## config.mk

```make
export PLATFORM = sky130hd
export DESIGN_NAME = timer_counter
export DESIGN_NICKNAME = d
export VERILOG_FILES = /design/src/rtl/timer_counter.sv
export SDC_FILE = /design/constraint.sdc
export NUM_CORES = 1
export LEC_CHECK = 0
export ABC_CLOCK_PERIOD_IN_PS = 3300
export CORE_AREA = 3 3 99 101
export DETAILED_ROUTE_END_ITERATION = 10
export DIE_AREA = 0 0 102 104
export PLACE_DENSITY = 0.57
export SYNTH_ARGS = -nofsm -noshare
export SYNTH_HDL_FRONTEND = slang
export SYNTH_SLANG_ARGS = --single-unit
```

## constraint.sdc

```tcl
create_clock -name i_clk -period 3.3 [get_ports i_clk]
set_input_delay 0.495 -clock i_clk [delete_from_list [all_inputs] [get_ports i_clk]]
set_output_delay 0.495 -clock i_clk [all_outputs]
set_load 0.05 [all_outputs]
```

## src/rtl/timer_counter.sv

```systemverilog
// Up/down timer with one-shot and auto-reload modes, a one-cycle done pulse
// and a saturating tally of reloads since the last go.
module timer_counter #(
    parameter int unsigned WIDTH = 13,
    parameter int unsigned WRAPW = 8
) (
    input  logic             i_clk,
    input  logic             i_reset,
    input  logic             i_go,
    input  logic             i_en,
    input  logic             i_stop,
    input  logic [WIDTH-1:0] i_limit,
    input  logic             i_down,
    input  logic             i_reload,
    output logic [WIDTH-1:0] o_count,
    output logic             o_busy,
    output logic             o_expired,
    output logic             o_done,
    output logic [WRAPW-1:0] o_wraps
);

    typedef enum logic [1:0] {
        StIdle = 2'b00,
        StRun  = 2'b01,
        StHold = 2'b10
    } state_t;

    state_t             r_state;
    state_t             w_state_nxt;
    logic [WIDTH-1:0]   r_count;
    logic [WIDTH-1:0]   w_count_nxt;
    logic [WIDTH-1:0]   r_lim;
    logic [WIDTH-1:0]   w_lim_nxt;
    logic               r_dir;
    logic               w_dir_nxt;
    logic               r_rel;
    logic               w_rel_nxt;
    logic [WRAPW-1:0]   r_wraps;
    logic [WRAPW-1:0]   w_wraps_nxt;
    logic               r_done;
    logic               w_done_nxt;
    logic [WIDTH-1:0]   w_start;
    logic [WIDTH-1:0]   w_term;

    assign w_start = r_dir ? r_lim : '0;
    assign w_term  = r_dir ? '0 : r_lim;

    always_ff @(posedge i_clk or posedge i_reset) begin
        if (i_reset) begin
            r_state <= StIdle;
            r_count <= '0;
            r_lim   <= '0;
            r_dir   <= 1'b0;
            r_rel   <= 1'b0;
            r_wraps <= '0;
            r_done  <= 1'b0;
        end else begin
            r_state <= w_state_nxt;
            r_count <= w_count_nxt;
            r_lim   <= w_lim_nxt;
            r_dir   <= w_dir_nxt;
            r_rel   <= w_rel_nxt;
            r_wraps <= w_wraps_nxt;
            r_done  <= w_done_nxt;
        end
    end

    always_comb begin
        w_state_nxt = r_state;
        w_count_nxt = r_count;
        w_lim_nxt   = r_lim;
        w_dir_nxt   = r_dir;
        w_rel_nxt   = r_rel;
        w_wraps_nxt = r_wraps;
        w_done_nxt  = 1'b0;

        if (i_go) begin
            w_lim_nxt   = i_limit;
            w_dir_nxt   = i_down;
            w_rel_nxt   = i_reload;
            w_count_nxt = i_down ? i_limit : '0;
            w_wraps_nxt = '0;
            w_state_nxt = StRun;
        end else if (i_stop) begin
            w_state_nxt = StIdle;
        end else begin
            case (r_state)
                StIdle, StHold: ;
                StRun: begin
                    if (i_en) begin
                        if (r_count == w_term) begin
                            // Terminal value consumed: pulse done, then reload or park.
                            w_done_nxt = 1'b1;
                            if (r_rel) begin
                                w_count_nxt = w_start;
                                if (r_wraps != '1) begin
                                    w_wraps_nxt = r_wraps + WRAPW'(1);
                                end
                            end else begin
                                w_state_nxt = StHold;
                            end
                        end else if (r_dir) begin
                            w_count_nxt = r_count - WIDTH'(1);
                        end else begin
                            w_count_nxt = r_count + WIDTH'(1);
                        end
                    end
                end
                default: w_state_nxt = StIdle;
            endcase
        end
    end

    assign o_count   = r_count;
    assign o_busy    = (r_state == StRun);
    assign o_expired = (r_state == StHold);
    assign o_done    = r_done;
    assign o_wraps   = r_wraps;

endmodule
```

==> out/metrics.csv <==
metric,value,unit
overall fraction of global-route tracks in use,13.5,%
ys flop type,sky130_fd_sc_hd__dfrtp_1,
cell with the most instances after synthesis,sky130_fd_sc_hd__dfrtp_1,
share of layout cells above drive strength 1,10.3,%
core area,0.00911,mm2
first-pass iteration count of the detailed router,4,
CP Data Arrival Time,3.26,ns
antenna-violating nets left,0,
static leakage,1.33,nW
max_slew headroom,39.0,%
"Net count, final",382,
R2R setup slack,0.25,ns
Critical Path Sink Type,flip-flop,
Post-Route Setup TNS,0,ns
xor/xnor share of the synthesized area,4.62,%
Critical Path Start Type,flip-flop,
die boundary height,104,um
total via count in the routed design,2431,
switching power as a share of total power,42.7,%
cell depth of the worst flop-to-flop path,9,
vias per std cell,5.27,
CTS root buffer,sky130_fd_sc_hd__clkbuf_8,
number of buffers added by the clock tree synthesis step,5,
number of pins exceeding their max-slew limit in the final report,0,
die footprint,0.0106,mm2
maximum number of pins on one net before global-route repair,23,
Overflow after GRT,0,
P&R area growth vs syn,26.3,%
number of warnings printed during yosys synthesis,0,
fraction of synthesized cell area taken by the top area cell type,36.8,%
placed wire-length estimate,5380,um
number of DRC violations after detailed-routing iteration 0,134,
clock-pin slew on the worst setup and hold paths,0.08,ns
max-capacitance violation count,0,
part of the cycle the worst path needs,92.4,%
type of the worst setup path,reg2reg,
initial standard-cell utilization of the core,29.1,%
power share of the clock group,17.8,%
# rows,35,
Hold Worst Slack,0.488,ns
via count of the first global-routing pass,2198,
start of the worst register-to-register path,r_dir,
"flops & latches, synth",39,
Worst R2R End,o_count[12],
Fin Clk Skew,0.00813,ns
sequential share of power,33.0,%
path class of the lowest-slack min-delay path,reg2reg,
slew at the pin closest to its max-slew limit,0.915,ns
sequential cell area fraction in the yosys report,36.8,%
critical-path maximum fanout,17,
deepest level of the CTS H-tree,2,
first-pass GRT wire length,11500,um
share of the synthesized area in compound gates (AO/OA/AOI/OAI),22.3,%
number of distinct standard cells referenced by the synthesized netlist,53,
outcome,completed,
async set-reset flop share out of synthesis,100,%
Synth Cell Area,0.00265,mm2
total length of routed wires,7030,um
most area-consuming cells after synthesis,"sky130_fd_sc_hd__dfrtp_1 (37%), sky130_fd_sc_hd__ha_1 (5.7%), sky130_fd_sc_hd__mux2_2 (4.2%)",
unrepaired setup endpoints after global routing,no,
chip width,102,um
number of buffers inserted by post-CTS setup repair,0,
cts repair resizes,0,
top cell type by total area after synthesis,sky130_fd_sc_hd__dfrtp_1,
Syn Inst Count,299,
total DRC errors in the routed layout,0,
portion of netlist area occupied by mux cells,4.62,%
RePlAce Congestion,0.857,
ANT cells,0,
largest vdd supply drop,0.000239,V
nets in the synthesized netlist,332,
sinks on the clock net,39,
number of hold-repair buffers added at the cts stage,0,
top cell types by occurrence after synthesis,"sky130_fd_sc_hd__dfrtp_1 (39), sky130_fd_sc_hd__nor2_1 (28), sky130_fd_sc_hd__nand2_1 (25), sky130_fd_sc_hd__a21oi_1 (19), sky130_fd_sc_hd__o21ai_0 (19)",
I/O pin cnt,44,
total of buffers placed on input and output ports,43,
"post-synthesis share of cell area spent on full adders, half adders and majority gates",6.42,%
worst setup path end,o_count[12],
peak clock frequency supported by timing,0.328,GHz
time the worst path needs with I/O delays and setup,3.05,ns
setup violation total in the final timing report,0,
CTS tree,done,
antenna violations before repair,0,
Max Buffers Root-to-Sink,2,
later-pin clock latency in the skew report,0.30,ns
Critical Path Source,r_dir,
final hold violations,0,
number of enable-type register cells in the synthesized netlist,0,
combinational family with the most area after synthesis,compound AO/OA/AOI/OAI gates,
simple-gate portion of the synthesized area,21.1,%
Pwr Density,607,mW/mm2
Worst EP required,3.51,ns
fraction of power consumed by combinational cells,49.1,%
routed length per placed instance,15.3,um
switching power summed over all nets,867,uW
cell internal pwr,1.17,mW
Avg Synthesized Cell Area,8.87,um2
-- power groups by stage --
stage	logic, mW	clock network, mW	registers (mW)
after floorplan	0.556	0	0.822
after CTS	1.00	0.374	0.674
after global routing	1.10	0.393	0.687
after detailed placement	0.997	0	0.682
after global placement	0.990	0	0.680
final	0.999	0.363	0.671
-- worst max-delay path, cell delays in order, from the launching register on --
cell and delay [ns]:
sky130_fd_sc_hd__dfrtp_1 0.65, sky130_fd_sc_hd__buf_4 0.31, sky130_fd_sc_hd__ha_1 0.30, sky130_fd_sc_hd__or3_1 0.31, sky130_fd_sc_hd__o21ai_0 0.11, sky130_fd_sc_hd__a211oi_1 0.10, sky130_fd_sc_hd__nor3_1 0.29, sky130_fd_sc_hd__nor3_1 0.11
sky130_fd_sc_hd__or4b_2 0.67, sky130_fd_sc_hd__o2111ai_1 0.11
-- sequential cells by signal (all words and copies together), names as in the netlist --
register  flops
o_count      13
o_done        1
o_wraps       8
r_dir         1
r_lim        13
r_rel         1
r_state       2
-- stage by stage --
stage	instances	power [mW]	utilization (%)	cell area, um2	setup WS (ns)
floorplan	299	1.38	-	2650	0.359
global placement	453	1.67	35.7	3250	0.345
detailed placement	453	1.68	35.7	3250	0.298
CTS	461	2.05	36.8	3350	0.258
global route	461	2.18	36.8	3350	0.0418
finish	461	2.03	36.8	3350	0.252
-- area by class of cell --
| class | count | area (um2) |
|---|---|---|
| Fill cell | 960 | 5760 |
| Multi-Input combinational cell | 236 | 1570 |
| Sequential cell | 39 | 976 |
| Timing Repair Buffer | 55 | 520 |
| Tap cell | 111 | 139 |
| Clock buffer | 8 | 100 |
| Inverter | 12 | 46.3 |
-- cells in the final DEF (no fill, tap or decap), types with 4 or more instances in the layout --
cell	synthesis	final
sky130_fd_sc_hd__dfrtp_1	39	39
sky130_fd_sc_hd__xnor2_1	12	12
sky130_fd_sc_hd__ha_1	12	12
sky130_fd_sc_hd__o21a_1	4	4
sky130_fd_sc_hd__nand2_1	25	25
sky130_fd_sc_hd__nand3_1	10	10
sky130_fd_sc_hd__a22oi_1	6	6
sky130_fd_sc_hd__a21oi_1	19	19
sky130_fd_sc_hd__o21ai_0	19	19
sky130_fd_sc_hd__nor3_1	13	13
sky130_fd_sc_hd__o32ai_1	4	4
sky130_fd_sc_hd__clkbuf_8	0	7
sky130_fd_sc_hd__inv_1	11	11
sky130_fd_sc_hd__buf_4	0	12
sky130_fd_sc_hd__nor2_1	28	28
sky130_fd_sc_hd__or3_1	8	8
sky130_fd_sc_hd__clkdlybuf4s50_1	0	43
sky130_fd_sc_hd__mux2_2	10	10
sky130_fd_sc_hd__a31oi_1	13	13
sky130_fd_sc_hd__o31ai_1	4	4
-- worst min-delay path by stage --
stage | slack [ns] | from | cells after the start | end
after global routing | 0.52 | r_state[1] | 1 | r_state[0]
after floorplan | 0.45 | r_state[1] | 1 | r_state[0]
after CTS | 0.50 | r_state[1] | 1 | r_state[0]
final | 0.49 | r_state[1] | 1 | r_state[0]
after global placement | 0.47 | r_state[1] | 1 | r_state[0]
after detailed placement | 0.48 | r_state[1] | 1 | r_state[0]
-- metal layers --
metal,vias to the layer above,GRT usage (%),wire (um)
met5,-,0,0
met4,0,4.50,97
met3,8,2.68,438
met2,67,19.1,3090
met1,1133,20.1,3400
li1,1223,-,-
-- kinds of logic after synthesis --
kind of cell	count (synthesis)
flops	39
mux	11
buf+inv	24
fa+ha+maj	13
simple gates	108
xor+xnor	14
compound gates	90
(Power assumes the default switching activity.)
